--- config.mk ---
export PLATFORM = sky130hd
export DESIGN_NAME = uart_tx_sched_flat
export DESIGN_NICKNAME = d
export VERILOG_FILES = /design/src/rtl/uart_tx_sched_if.sv /design/src/rtl/uart_tx_sched.sv /design/src/flat_wrapper.sv
export SDC_FILE = /design/constraint.sdc
export NUM_CORES = 1
export LEC_CHECK = 0
export BUFFER_PORTS_ARGS = -buffer_cell sky130_fd_sc_hd__buf_4
export CORE_AREA = 3 3 140 129
export CTS_BUF_LIST = sky130_fd_sc_hd__clkbuf_4 sky130_fd_sc_hd__clkbuf_8
export DETAILED_ROUTE_END_ITERATION = 6
export DIE_AREA = 0 0 143 132
export GPL_ROUTABILITY_DRIVEN = 0
export GPL_TIMING_DRIVEN = 0
export PLACE_DENSITY_LB_ADDON = 0.3
export SETUP_SLACK_MARGIN = 0.5
export SYNTH_ARGS = -nofsm -noshare
export SYNTH_HDL_FRONTEND = slang
export SYNTH_SLANG_ARGS = --single-unit
--- constraint.sdc ---
create_clock -name clk -period 5.8 [get_ports clk]
set_clock_uncertainty 0.2 [all_clocks]
set_input_delay 0.87 -clock clk [delete_from_list [all_inputs] [get_ports clk]]
set_output_delay 0.87 -clock clk [all_outputs]
set_load 0.01 [all_outputs]
--- src/rtl/uart_tx_sched_if.sv ---
// ----------------------------------------------------------------------------
// uart_tx_sched_if
//
// Purpose:
//   Bundles the two byte-stream requester handshakes and the UART MMIO bus
//   that the uart_tx_sched block sits between.
//
// Signals:
//   req0_valid / req0_data / req0_ready : requester 0 byte handshake
//   req1_valid / req1_data / req1_ready : requester 1 byte handshake
//   data_address  : UART MMIO address
//   data_store    : UART MMIO write data
//   data_read     : 1 = read, 0 = write
//   data_enable   : MMIO access strobe
//   data_fetch    : UART MMIO read data (bit0 = transmit done)
//
// Modports:
//   master : the scheduler view (drives the MMIO bus, accepts requester bytes)
//   slave  : the environment view (requesters plus the UART MMIO block)
// ----------------------------------------------------------------------------
interface uart_tx_sched_if;
    logic        req0_valid;
    logic [7:0]  req0_data;
    logic        req0_ready;
    logic        req1_valid;
    logic [7:0]  req1_data;
    logic        req1_ready;
    logic [31:0] data_address;
    logic [31:0] data_store;
    logic        data_read;
    logic        data_enable;
    logic [31:0] data_fetch;

    modport master (
        input  req0_valid, req0_data, req1_valid, req1_data, data_fetch,
        output req0_ready, req1_ready, data_address, data_store, data_read,
               data_enable
    );

    modport slave (
        output req0_valid, req0_data, req1_valid, req1_data, data_fetch,
        input  req0_ready, req1_ready, data_address, data_store, data_read,
               data_enable
    );
endinterface

--- src/rtl/uart_tx_sched.sv ---
// ----------------------------------------------------------------------------
// uart_tx_sched
//
// Purpose:
//   Sole master of the UART MMIO port. After reset it writes the baud divisor
//   once, then moves bytes from two per-requester FIFOs into the UART setchar
//   register, round-robin between requesters. After every setchar write it
//   waits one idle cycle and then polls the status register until bit0
//   (transmit done) is seen.
//
// Ports:
//   clk        : clock
//   rst        : asynchronous active-high reset
//   bus        : uart_tx_sched_if.master (requester handshakes + MMIO bus)
//   init_done  : baud divisor has been written
//   busy       : FSM not idle, or either FIFO holds data
//   tx_count   : number of setchar writes, wraps at 16 bits
//
// Parameters:
//   BASE_ADDR  : UART MMIO base (baud +0x0, setchar +0x8, status +0xC)
//   BAUD_DIV   : value written to the baud register after reset
//   DEPTH      : entries per requester FIFO (power of 2, >= 2)
//
// Optional feature (macro UART_TX_SCHED_LOCK_EN):
//   When defined, a granted requester keeps the port until one of its bytes
//   equal to 8'h0A has been written (packet lock). When undefined, the
//   arbitration is plain per-byte round-robin and no lock state exists.
// ----------------------------------------------------------------------------
module uart_tx_sched #(
    parameter logic [31:0] BASE_ADDR = 32'h8000_0000,
    parameter logic [31:0] BAUD_DIV  = 32'd434,
    parameter int          DEPTH     = 4
) (
    input  logic                   clk,
    input  logic                   rst,
    uart_tx_sched_if.master        bus,
    output logic                   init_done,
    output logic                   busy,
    output logic [15:0]            tx_count
);

    localparam int            AW       = $clog2(DEPTH);
    localparam logic [AW:0]   FULL_CNT = (AW+1)'(DEPTH);
    localparam logic [AW:0]   CNT_ONE  = (AW+1)'(1);
    localparam logic [AW-1:0] PTR_ONE  = AW'(1);

    typedef enum logic [2:0] {
        S_INIT,
        S_IDLE,
        S_WRITE,
        S_GAP,
        S_POLL
    } state_t;

    state_t        state_q;
    logic          initDone_q;
    logic          lastGrant_q;
    logic          grant_q;
    logic [7:0]    wdata_q;
    logic [15:0]   txCount_q;

    logic [7:0]    mem_q   [2][DEPTH];
    logic [AW-1:0] rdPtr_q [2];
    logic [AW-1:0] wrPtr_q [2];
    logic [AW:0]   count_q [2];
    logic [AW-1:0] rdPtr_d [2];
    logic [AW-1:0] wrPtr_d [2];
    logic [AW:0]   count_d [2];

    logic [1:0]    reqValid;
    logic [7:0]    reqData  [2];
    logic [7:0]    headByte [2];
    logic [1:0]    fifoEmpty;
    logic [1:0]    fifoFull;
    logic [1:0]    pushEn;
    logic [1:0]    popEn;

    logic          rrValid;
    logic          rrSel;
    logic          grantValid;
    logic          grantSel;

    logic          busEnable;
    logic          busRead;
    logic [31:0]   busAddress;
    logic [31:0]   busStore;

    logic          unused_fetch_bits;

    assign reqValid   = {bus.req1_valid, bus.req0_valid};
    assign reqData[0] = bus.req0_data;
    assign reqData[1] = bus.req1_data;

    // Only bit0 of the status word carries meaning here.
    assign unused_fetch_bits = ^bus.data_fetch[31:1];

    // FIFO bookkeeping for both requesters. Ready comes from the registered
    // count only, so a full FIFO turns away a push even when the scheduler
    // pops it in the same cycle. A push and pop together leave the count
    // alone; pointers wrap naturally because DEPTH is a power of two.
    always_comb begin
        for (int i = 0; i < 2; i++) begin
            fifoEmpty[i] = (count_q[i] == '0);
            fifoFull[i]  = (count_q[i] == FULL_CNT);
            pushEn[i]    = reqValid[i] & ~fifoFull[i];
            popEn[i]     = (state_q == S_WRITE) && (grant_q == 1'(i));
            headByte[i]  = mem_q[i][rdPtr_q[i]];
            count_d[i]   = count_q[i];
            if (pushEn[i] && !popEn[i]) begin
                count_d[i] = count_q[i] + CNT_ONE;
            end else if (!pushEn[i] && popEn[i]) begin
                count_d[i] = count_q[i] - CNT_ONE;
            end
            wrPtr_d[i] = pushEn[i] ? wrPtr_q[i] + PTR_ONE : wrPtr_q[i];
            rdPtr_d[i] = popEn[i]  ? rdPtr_q[i] + PTR_ONE : rdPtr_q[i];
        end
    end

    // FIFO pointers and occupancy; all of it is cleared by reset so any
    // queued bytes are discarded.
    always_ff @(posedge clk or posedge rst) begin
        if (rst) begin
            for (int i = 0; i < 2; i++) begin
                count_q[i] <= '0;
                rdPtr_q[i] <= '0;
                wrPtr_q[i] <= '0;
            end
        end else begin
            for (int i = 0; i < 2; i++) begin
                count_q[i] <= count_d[i];
                rdPtr_q[i] <= rdPtr_d[i];
                wrPtr_q[i] <= wrPtr_d[i];
            end
        end
    end

    // FIFO storage has no reset; an entry is only ever read after it has
    // been written, because grants require a non-empty FIFO.
    always_ff @(posedge clk) begin
        for (int i = 0; i < 2; i++) begin
            if (pushEn[i]) begin
                mem_q[i][wrPtr_q[i]] <= reqData[i];
            end
        end
    end

    // Plain round-robin choice: a lone non-empty FIFO wins outright, and a
    // tie goes to whichever requester was not granted last.
    always_comb begin
        rrValid = ~fifoEmpty[0] | ~fifoEmpty[1];
        rrSel   = (~fifoEmpty[0] & ~fifoEmpty[1]) ? ~lastGrant_q : fifoEmpty[0];
    end

`ifdef UART_TX_SCHED_LOCK_EN
    logic lock_q;

    // While locked, only the locked requester may be granted, and IDLE
    // waits for it even if the other FIFO has data.
    assign grantValid = lock_q ? ~fifoEmpty[grant_q] : rrValid;
    assign grantSel   = lock_q ? grant_q : rrSel;

    // The lock is re-evaluated on each setchar write: it stays held until
    // the byte just written is a line feed.
    always_ff @(posedge clk or posedge rst) begin
        if (rst) begin
            lock_q <= 1'b0;
        end else if (state_q == S_WRITE) begin
            lock_q <= (wdata_q != 8'h0A);
        end
    end
`else
    assign grantValid = rrValid;
    assign grantSel   = rrSel;
`endif

    // Main scheduler FSM. The byte to write is captured at grant time; the
    // FIFO head cannot change before the pop in WRITE, since only pushes
    // touch it meanwhile and the FIFO is already non-empty.
    always_ff @(posedge clk or posedge rst) begin
        if (rst) begin
            state_q     <= S_INIT;
            initDone_q  <= 1'b0;
            lastGrant_q <= 1'b1;
            grant_q     <= 1'b0;
            wdata_q     <= 8'h00;
            txCount_q   <= 16'h0000;
        end else begin
            case (state_q)
                S_INIT: begin
                    initDone_q <= 1'b1;
                    state_q    <= S_IDLE;
                end
                S_IDLE: begin
                    if (grantValid) begin
                        grant_q     <= grantSel;
                        lastGrant_q <= grantSel;
                        wdata_q     <= headByte[grantSel];
                        state_q     <= S_WRITE;
                    end
                end
                S_WRITE: begin
                    txCount_q <= txCount_q + 16'd1;
                    state_q   <= S_GAP;
                end
                S_GAP: begin
                    state_q <= S_POLL;
                end
                S_POLL: begin
                    if (bus.data_fetch[0]) begin
                        state_q <= S_IDLE;
                    end
                end
                default: begin
                    state_q <= S_INIT;
                end
            endcase
        end
    end

    // MMIO bus is a pure decode of the registered state. Reset forces it to
    // zero straight away so the UART never sees a strobe during reset.
    always_comb begin
        busEnable  = 1'b0;
        busRead    = 1'b0;
        busAddress = 32'h0;
        busStore   = 32'h0;
        if (!rst) begin
            case (state_q)
                S_INIT: begin
                    busEnable  = 1'b1;
                    busAddress = BASE_ADDR;
                    busStore   = BAUD_DIV;
                end
                S_WRITE: begin
                    busEnable  = 1'b1;
                    busAddress = BASE_ADDR + 32'h8;
                    busStore   = {24'h0, wdata_q};
                end
                S_POLL: begin
                    busEnable  = 1'b1;
                    busRead    = 1'b1;
                    busAddress = BASE_ADDR + 32'hC;
                end
                default: begin
                end
            endcase
        end
    end

    assign bus.data_enable  = busEnable;
    assign bus.data_read    = busRead;
    assign bus.data_address = busAddress;
    assign bus.data_store   = busStore;
    assign bus.req0_ready   = ~fifoFull[0];
    assign bus.req1_ready   = ~fifoFull[1];

    assign init_done = initDone_q;
    assign busy      = (state_q != S_IDLE) | ~fifoEmpty[0] | ~fifoEmpty[1];
    assign tx_count  = txCount_q;

endmodule

--- src/flat_wrapper.sv ---
// flat-port wrapper written by rule: the top's interface ports become plain ports
module uart_tx_sched_flat 
#(
    parameter logic [31:0] BASE_ADDR = 32'h8000_0000,
    parameter logic [31:0] BAUD_DIV  = 32'd434,
    parameter int          DEPTH     = 4
)
  (clk, rst, init_done, busy, tx_count, bus_req0_valid, bus_req0_data, bus_req1_valid, bus_req1_data, bus_data_fetch, bus_req0_ready, bus_req1_ready, bus_data_address, bus_data_store, bus_data_read, bus_data_enable);
  uart_tx_sched_if bus_i ();
  input  logic clk;
  input  logic rst;
  output logic init_done;
  output logic busy;
  output logic [15:0] tx_count;
  input wire logic [$bits(bus_i.req0_valid)-1:0] bus_req0_valid;
  input wire logic [$bits(bus_i.req0_data)-1:0] bus_req0_data;
  input wire logic [$bits(bus_i.req1_valid)-1:0] bus_req1_valid;
  input wire logic [$bits(bus_i.req1_data)-1:0] bus_req1_data;
  input wire logic [$bits(bus_i.data_fetch)-1:0] bus_data_fetch;
  output wire logic [$bits(bus_i.req0_ready)-1:0] bus_req0_ready;
  output wire logic [$bits(bus_i.req1_ready)-1:0] bus_req1_ready;
  output wire logic [$bits(bus_i.data_address)-1:0] bus_data_address;
  output wire logic [$bits(bus_i.data_store)-1:0] bus_data_store;
  output wire logic [$bits(bus_i.data_read)-1:0] bus_data_read;
  output wire logic [$bits(bus_i.data_enable)-1:0] bus_data_enable;
  assign bus_i.req0_valid = bus_req0_valid;
  assign bus_i.req0_data = bus_req0_data;
  assign bus_i.req1_valid = bus_req1_valid;
  assign bus_i.req1_data = bus_req1_data;
  assign bus_i.data_fetch = bus_data_fetch;
  assign bus_req0_ready = bus_i.req0_ready;
  assign bus_req1_ready = bus_i.req1_ready;
  assign bus_data_address = bus_i.data_address;
  assign bus_data_store = bus_i.data_store;
  assign bus_data_read = bus_i.data_read;
  assign bus_data_enable = bus_i.data_enable;
  uart_tx_sched #(.BASE_ADDR(BASE_ADDR), .BAUD_DIV(BAUD_DIV), .DEPTH(DEPTH)) u_core (.clk(clk), .rst(rst), .bus(bus_i), .init_done(init_done), .busy(busy), .tx_count(tx_count));
endmodule
==> run_results.csv, run 1 <==
group,metric,value,unit
finish,multi_input_area,1650,um2
placed_design,port-buffer-count,54,
run_status,status,"finished clean",
timing,tightest_slew,700,ps
logic_synthesis,synth.distinct_cells,38,
critical_path,worst_ep_arrival_time,2150,ps
clock_network,ctsHoldBuffers,0,
finish,antenna_cells,0,
critical_path,r2r-start,"u_core.state_q[2]$_DFFE_PP0P_",
grt,grt_max_degree,32,
floorplanning,rows,45,
logic_synthesis,synth-edff-count,64,
route,dr.pass1.iters,4,
timing,setup_tns,0,ps
clock_network,root_buffer,"clkbuf_8",
critical_path,cp_num_buf_inv,1,
route,drcViolationCount,0,
clock_network,clock-sinks,108,
min_path,min_from,"u_core.init_done$_DFFE_PP0N_",
grt,gr-usage-all-layers,10.1,%
floorplanning,ios,138,
logic_synthesis,synth_area_per_cell,14.1,um2
timing,drv_slew,0,
route,routedWlPerCell,13.5,um
floorplanning,floorplan.die_area,18900,um2
logic_synthesis,yosysTopAreaCell,"edfxtp_1",
finish,utilization,36.4,%
clock_network,htreeDepth,3,
placed_design,preCtsSetupSlack,2730,ps
route,first_iter_violations,147,
min_path,hold_path_depth,1,
finish,seq_area,3020,um2
timing,fin_crit_sh,55.6,%
timing,slew_headroom,53.4,%
critical_path,cp_max_fo,4,
logic_synthesis,synth_async_sr_flop_share,40.7,%
timing,fin_hold_ws,289,ps
floorplanning,fp.dieW,143,um
critical_path,path_class,"flop to output pin",
timing,fin_ws,2580,ps
power_and_ir_drop,power_density,427,nW/um2
timing,fmax,310,MHz
route,routed_via_density,4.15,
critical_path,critPathSlowestCell,"nor3_1",
critical_path,worst_setup_path_end_kind,"output pin",
power_and_ir_drop,p_leak,2.64,nW
route,vias,2845,
logic_synthesis,synth.area.top_cells,"edfxtp_1 (38%), dfrtp_1 (22%), buf_4 (8.0%)",
critical_path,reg2reg_depth,7,
floorplanning,start_util,29.9,%
critical_path,reg2reg_to,"u_core.count_q[1]$_DFFE_PP0P_",
grt,grt_pass1_wl,14800,um
timing,rsz0062_at_grt,"false",
finish,drive_above_1_share,33.5,%
min_path,min_to,"u_core.init_done$_DFFE_PP0N_",
floorplanning,core_area,16700,um2
grt,antenna_found_initial,0,
clock_network,cts_buffers,9,
logic_synthesis,yosys_warnings,0,
route,antenna_left,0,
critical_path,cp.depth,4,
grt,grt_overflow_total,0,
critical_path,critPathTopFamily,"simple AND/OR/NAND/NOR gates",
clock_network,cts-resized-gates,0,
logic_synthesis,yosys-top-cells-count,"edfxtp_1 (64), buf_4 (53), dfrtp_1 (43)",
critical_path,max_stage_delay,560,ps
finish,syn2layout_area_growth,21.8,%
logic_synthesis,synth_ff_type,"edfxtp_1",
floorplanning,die_y,132,um
critical_path,rrSetupSlack,3130,ps
clock_network,cts_tree,"done",
timing,fin_crit,3220,ps
logic_synthesis,synth_top_area_share,38.5,%
logic_synthesis,synth_seq_cells,108,
finish,nFillCells,1647,
finish,fin_nets,535,
logic_synthesis,seq_area_frac_synth,60.6,%
min_path,hp-class,"flop to flop",
placed_design,post-dp-hpwl,6910,um
route,wirelength,9290,um
run,drv_cap,0,
placed_design,placed_cells,670,
timing,setup_viol,0,
critical_path,required,4730,ps
clock_network,clock_path_buffers,2,
finish,fin_cells,686,
timing,hold_viol_final,0,
critical_path,start_kind,"flop",
clock_network,insertion_delay,370,ps
logic_synthesis,yosysMostFrequentCell,"edfxtp_1",
grt,grt_pass1_vias,2711,
clock_network,clkTransAtPathRegs,100,ps
logic_synthesis,synthCells,353,
power_and_ir_drop,peakVddDrop,0.195,mV
critical_path,crit_chain,"nor3_1 > nand2_1 > or4_1 > buf_4",
clock_network,post_cts_buffers,0,
logic_synthesis,synth_area,4990,um2
==> layer usage <==
metal	share of wire [%]	wire (um)	up-vias	global-route usage [%]
met2	44	4120	112	15.4
met4	0.86	80	0	2.38
met5	0	0	-	0
met3	8.6	803	6	3.34
met1	46	4280	1356	14.0
li1	-	-	1371	-
==> where the power goes <==
group          switching (mW)  leakage [nW]  total, mW  internal [mW]
sequential              0.113          1.12       1.15           1.03
clock                   0.268         0.105      0.482          0.214
combinational           0.509          1.42      0.968          0.459
==> flip-flops by register name, indices dropped and copies added (netlist names) <==
signal              count
u_core.lastGrant_q      1
u_core.rdPtr_q          4
u_core.grant_q          1
u_core.wrPtr_q          4
u_core.mem_q           64
u_core.wdata_q          8
u_core.init_done        1
u_core.count_q          6
u_core.state_q          3
u_core.tx_count        16
==> worst reg2reg max path: stages, from the launching register on <==
cell	delay, ps
dfrtp_1	430
clkbuf_1	210
nor2_1	520
nand2_1	210
ha_1	270
inv_1	80
fa_1	380
mux2_2	270
==> final cells by class <==
| type | instances | area share, % |
|---|---|---|
| sequential | 108 | 49.7 |
| multi-input combinational | 218 | 27.1 |
| buffer | 63 | 7.49 |
| timing repair buffer | 55 | 6.99 |
| tap | 211 | 4.34 |
| clock buffer | 10 | 2.16 |
| clock inverter | 6 | 1.28 |
| inverter | 15 | 0.926 |
==> metrics by stage <==
step | instance area [um2] | total power, mW
after global routing | 6080 | 2.81
after global placement | 5850 | 2.12
final | 6080 | 2.60
after floorplan | 5180 | 1.86
after CTS | 6080 | 2.65
after detailed placement | 5870 | 2.16
==> placed cells by master (no fill, tap or decap), types with 7 or more instances in the layout <==
| cell | n |
|---|---|
| a21oi_1 | 14 |
| nand2_1 | 16 |
| buf_4 | 107 |
| nor2_1 | 21 |
| dfrtp_1 | 43 |
| xnor2_1 | 20 |
| conb_1 | 52 |
| xor2_1 | 7 |
| and3_1 | 14 |
| nand3_1 | 9 |
| ha_1 | 11 |
| mux2i_1 | 8 |
| mux4_2 | 16 |
| edfxtp_1 | 64 |
| inv_1 | 14 |
| clkbuf_8 | 9 |
==> cells by family (layout without fill, tap and decap cells) <==
group                    Yosys count  after routing  synth area share [%]
AND/OR/NAND/NOR                   76             76                  7.94
flip-flops                       108            108                  60.6
adder cells (fa/ha/maj)           13             13                  3.56
other                              1             52                0.0751
multiplexers                      30             30                  10.2
AO/OA/AOI/OAI                     20             20                  2.71
XOR/XNOR                          27             27                  4.74
buffers and inverters             78            149                  10.2
==> worst max-delay path by stage <==
stage / startpoint / slack (ps) / end
after floorplan: rst / 2550 / bus_data_store[6]
final: u_core.count_q[0]$_DFFE_PP0P_ / 2580 / busy
after global placement: rst / 1790 / bus_data_store[6]
after CTS: u_core.count_q[0]$_DFFE_PP0P_ / 2470 / busy
after global routing: u_core.count_q[0]$_DFFE_PP0P_ / 2370 / busy
after detailed placement: rst / 2730 / bus_data_store[6]
(Power assumes the default switching activity.)
==> inputs of run 2 (changes only) <==
==> constraint.sdc (replaced) <==
create_clock -name clk -period 3.3 [get_ports clk]
set_clock_uncertainty 0.2 [all_clocks]
set_input_delay 0.495 -clock clk [delete_from_list [all_inputs] [get_ports clk]]
set_output_delay 0.495 -clock clk [all_outputs]
set_load 0.01 [all_outputs]
==> run 2 against run 1 <==
  * Setup slack got worse by 1900 ps
  * Final area grew 0.53%
  * Total power grew 76%
  * Global-route usage about the same
  * Worst hold slack lost 170 ps
  * Register-to-register slack lost 2400 ps
  * Routed wire length is 0.24% higher
  * Final cell count increased by 0.29%
  * Sequential share of layout area is 0.26 points lower
  * Sequential cell count unchanged
  * Die area is the same
  * Via count up 0.21%
==> run_results.csv, run 2 (synthesis gave the netlist of run 1 again) <==
group,metric,value,unit
run_status,status,"finished clean",
run,drv_cap,0,
route,wl_met2,4160,um
clock_network,root_buffer,"clkbuf_8",
floorplanning,die_y,132,um
grt,grt_pass1_vias,2725,
route,first_iter_violations,155,
route,routedWlPerCell,13.5,um
timing,fmax,380,MHz
floorplanning,core_area,16700,um2
power_and_ir_drop,p_leak,2.65,nW
clock_network,htreeDepth,3,
floorplanning,floorplan.die_area,18900,um2
timing,drv_slew,0,
timing,fin_crit,2630,ps
clock_network,clock_path_buffers,2,
critical_path,start_kind,"flop",
route,dr.pass1.iters,4,
finish,drive_above_1_share,34.0,%
timing,rsz0062_at_grt,"false",
critical_path,required,2600,ps
timing,fin_crit_sh,79.7,%
route,routed_via_density,4.14,
grt,antenna_found_initial,0,
route,top_layer,"met4",
timing,tightest_slew,740,ps
grt,grt_max_degree,32,
finish,final_cell_mix,"buf_4 (107), edfxtp_1 (64), conb_1 (52)",
grt,grt_overflow_total,0,
clock_network,insertion_delay,370,ps
timing,fin_ws,669,ps
grt,gr-usage-all-layers,10.1,%
floorplanning,rows,45,
floorplanning,start_util,29.9,%
clock_network,clkTransAtPathRegs,110,ps
floorplanning,fp.dieW,143,um
finish,largest_reg_flops,64,
min_path,hp-class,"primary input to flop",
placed_design,port-buffer-count,54,
timing,hold_viol_final,0,
floorplanning,ios,138,
critical_path,cp_max_fo,4,
critical_path,path_class,"flop to output pin",
finish,syn2layout_area_growth,22.5,%
finish,antenna_cells,0,
route,antenna_left,0,
finish,fin_nets,537,
grt,grt_pass1_wl,14800,um
placed_design,preCtsSetupSlack,594,ps
route,vias,2851,
route,wl_met3,811,um
placed_design,post-dp-hpwl,6910,um
power_and_ir_drop,power_density,748,nW/um2
timing,setup_tns,0,ps
route,drt-met1-wl,4260,um
clock_network,cts_buffers,9,
finish,layout_commonest_cell,"buf_4",
timing,setup_viol,0,
route,wirelength,9310,um
critical_path,worst_setup_path_end_kind,"output pin",
critical_path,worst_ep_arrival_time,1940,ps
power_and_ir_drop,peakVddDrop,0.343,mV
timing,slew_headroom,50.5,%
clock_network,cts_tree,"done",
route,drcViolationCount,0,
clock_network,clock-sinks,108,
## run 2: worst paths after layout
kind / from / endpoint / slack [ps] / depth (start not counted)
max: u_core.count_q[0]$_DFFE_PP0P_ / busy / 670 / 4
min reg2reg: u_core.init_done$_DFFE_PP0N_ / u_core.init_done$_DFFE_PP0N_ / 290 / 1
min: bus_req1_data[2] / u_core.mem_q[0][34]$_DFFE_PP_ / 120 / 1
min in group asynchronous: rst / u_core.wrPtr_q[3]$_DFFE_PP0P_ / 540 / 4
max in group asynchronous: rst / u_core.tx_count[5]$_DFFE_PP0N_ / 1220 / 4
max reg2reg: u_core.state_q[0]$_DFFE_PP0P_ / u_core.count_q[4]$_DFFE_PP0P_ / 730 / 9
## run 2: what timing repair did
action	4_1_cts	5_1_grt
hold buffers	2	0
resized for setup	2	1
setup endpoints to repair	1	5
pin swaps	0	0
hold endpoints to repair	17	0
buffers inserted	0	0
gates cloned	0	0
## run 2: worst max-delay path: stages (launching register included)
cell	delay (ps)
dfrtp_1	450
nor3_2	380
nand2_1	150
or4_1	420
buf_4	160
## run 2: layer usage
metal	up-vias	track usage [%]
li1	1374	-
met1	1355	14.0
met2	116	15.6
met3	6	3.30
met4	0	2.38
met5	-	0
## run 2: metrics by stage
stage / std cells / cell area [um2] / power, mW / hold slack [ps] / utilization [%]
after floorplan: 404 / 5180 / 3.26 / 264 / -
after global placement: 669 / 5850 / 3.73 / 261 / 35.0
after detailed placement: 670 / 5870 / 3.80 / 269 / 35.1
after CTS: 688 / 6110 / 4.66 / 87.9 / 36.6
after global routing: 688 / 6120 / 4.95 / 78.4 / 36.6
final: 688 / 6120 / 4.57 / 115 / 36.6
## run 2: cell type report
cell class | count | area [um2]
timing repair buffer | 57 | 445
fill | 1643 | 10600
buffer | 63 | 455
inverter | 15 | 56.3
clock inverter | 6 | 77.6
clock buffer | 10 | 131
multi-input combinational | 218 | 1660
sequential | 108 | 3020
tap | 211 | 264
## run 2: report_power, final
group          switching (mW)  internal, mW
Clock                   0.468         0.376
Combinational           0.895         0.812
Sequential              0.206          1.82
Total                    1.57          3.01
==> inputs of run 3 (changes only) <==
==> constraint.sdc (replaced) <==
create_clock -name clk -period 2.25 [get_ports clk]
set_clock_uncertainty 0.2 [all_clocks]
set_input_delay 0.3375 -clock clk [delete_from_list [all_inputs] [get_ports clk]]
set_output_delay 0.3375 -clock clk [all_outputs]
set_load 0.01 [all_outputs]
==> run 3 against run 2 <==
  * The flow now finishes with violations (negative setup slack)
  * Worst hold slack gained 18 ps
  * Utilization grew 5.2 points
  * Register-to-register slack lost 770 ps
  * Sequential share of layout area shrank 6.1 points
  * Final area grew 14%
  * Setup slack lost 710 ps
  * Count of clock-buffer cells in the layout shrank 1
  * Critical path depth grew 5
  * Global-route usage grew 0.94 points
  * Clock power grew 40%
  * Total power grew 69%
  * Sequential power grew 48%
  * Largest cell class unchanged
==> run_results.csv, run 3 (synthesis gave the netlist of run 1 again) <==
group,metric,value,unit
run_status,status,"finished with violations",
run_status,failed_checks,"negative setup slack",
critical_path,path_class,"flop to flop",
finish,layout_commonest_cell,"buf_4",
finish,fin_nets,592,
grt,grt_max_degree,25,
timing,hold_viol_final,0,
finish,seq_area,3030,um2
route,dr.pass1.iters,4,
power_and_ir_drop,p_leak,3.01,nW
grt,grt_pass1_vias,3013,
finish,largest_reg_flops,64,
clock_network,root_buffer,"clkbuf_8",
route,first_iter_violations,124,
run,drv_cap,0,
clock_network,clock-sinks,108,
finish,multi_input_area,1910,um2
clock_network,cts_tree,"done",
floorplanning,rows,45,
timing,setup_viol,10,
critical_path,worst_setup_path_end_kind,"flop",
finish,drive_above_1_share,47.6,%
grt,grt_pass1_wl,16000,um
finish,final_cell_mix,"buf_4 (125), edfxtp_1 (64), conb_1 (52)",
finish,antenna_cells,0,
timing,fmax,436,MHz
timing,fin_ws,-43.1,ps
route,drcViolationCount,0,
timing,tightest_slew,1050,ps
timing,slew_headroom,30.0,%
route,wirelength,10600,um
floorplanning,core_area,16700,um2
route,vias,3077,
power_and_ir_drop,peakVddDrop,0.494,mV
clock_network,htreeDepth,3,
min_path,hp-class,"primary input to flop",
floorplanning,ios,138,
placed_design,port-buffer-count,54,
critical_path,worst_ep_arrival_time,2360,ps
timing,fin_crit,2290,ps
floorplanning,die_y,132,um
clock_network,clkTransAtPathRegs,110,ps
critical_path,reg2reg_depth,9,
placed_design,post-dp-hpwl,6960,um
timing,rsz0062_at_grt,"true",
finish,syn2layout_area_growth,39.9,%
grt,antenna_found_initial,0,
timing,fin_crit_sh,102,%
placed_design,preCtsSetupSlack,-349,ps
clock_network,cts_buffers,9,
route,antenna_left,0,
route,routedWlPerCell,14.2,um
floorplanning,start_util,29.9,%
critical_path,cp_max_fo,6,
clock_network,insertion_delay,380,ps
grt,gr-usage-all-layers,11.1,%
min_path,hold_path_depth,3,
floorplanning,fp.dieW,143,um
critical_path,required,2320,ps
route,routed_via_density,4.14,
grt,grt_overflow_total,0,
power_and_ir_drop,power_density,1110,nW/um2
critical_path,start_kind,"flop",
finish,utilization,41.8,%
floorplanning,floorplan.die_area,18900,um2
clock_network,clock_path_buffers,2,
finish,nFillCells,1530,
timing,drv_slew,0,
## run 3: area by class of cell
cell class | instances | share of cell area [%]
Inverter | 15 | 0.895
Buffer | 63 | 7.31
Sequential cell | 108 | 43.4
Timing Repair inverter | 1 | 0.0716
Timing Repair Buffer | 111 | 14.3
Clock inverter | 7 | 1.15
Multi-Input combinational cell | 218 | 27.3
Clock buffer | 9 | 1.77
Tap cell | 211 | 3.78
## run 3: where the power goes
group          switching, mW  internal, mW  leakage [nW]  total, mW
clock                  0.741         0.443        0.0994       1.18
combinational           1.66          1.90          1.79       3.56
sequential             0.319          2.67          1.12       2.99
## run 3: routing by layer
layer / vias to the layer above / GRT usage, % / share of wire (%)
met4: 0 / 3.06 / 1.0
met3: 9 / 3.41 / 7.3
met1: 1479 / 14.3 / 44
li1: 1486 / - / -
met2: 103 / 18.1 / 47
met5: - / 0 / 0
## run 3: through the flow
stage	setup TNS [ps]	total power, mW	hold WS [ps]	instance area [um2]	instances
2_1_floorplan	-49.2	4.86	159	5260	404
4_1_cts	-186	7.43	81.5	6670	727
3_3_place_gp	-1430	5.52	265	5920	669
5_1_grt	-1340	8.25	112	6990	743
6_report	-203	7.73	133	6990	743
3_5_place_dp	-1720	5.66	264	5920	669
## run 3: worst max-delay path, cell delays in order, from the launching register on
cell and delay, ps:
dfrtp_1 390, buf_6 130, or3b_1 360, buf_6 140
nor2_4 90, inv_2 50, ha_4 150, inv_2 50
fa_1 380, mux2_2 260
## run 3: final timing paths
kind | startpoint | endpoint | slack [ps]
max in group asynchronous | rst | u_core.wdata_q[7]$_DFFE_PP0P_ | 860
min in group asynchronous | rst | u_core.tx_count[2]$_DFFE_PP0N_ | 340
worst min-delay path | bus_req1_valid | u_core.wrPtr_q[0]$_DFFE_PP0P_ | 130
worst max register to register | u_core.state_q[0]$_DFFE_PP0P_ | u_core.count_q[4]$_DFFE_PP0P_ | -40
worst min register to register | u_core.tx_count[15]$_DFFE_PP0N_ | u_core.tx_count[15]$_DFFE_PP0N_ | 280
worst max-delay path | u_core.state_q[0]$_DFFE_PP0P_ | u_core.count_q[4]$_DFFE_PP0P_ | -40
## run 3: timing repair
item                                    in CTS  in global routing
cloned                                       1                  1
setup buffers                               23                 13
pin swaps                                   18                 15
endpoints found under the hold margin       85                  7
hold buffers                                18                  1
endpoints found under the setup margin      44                100
resized for setup                           50                 36
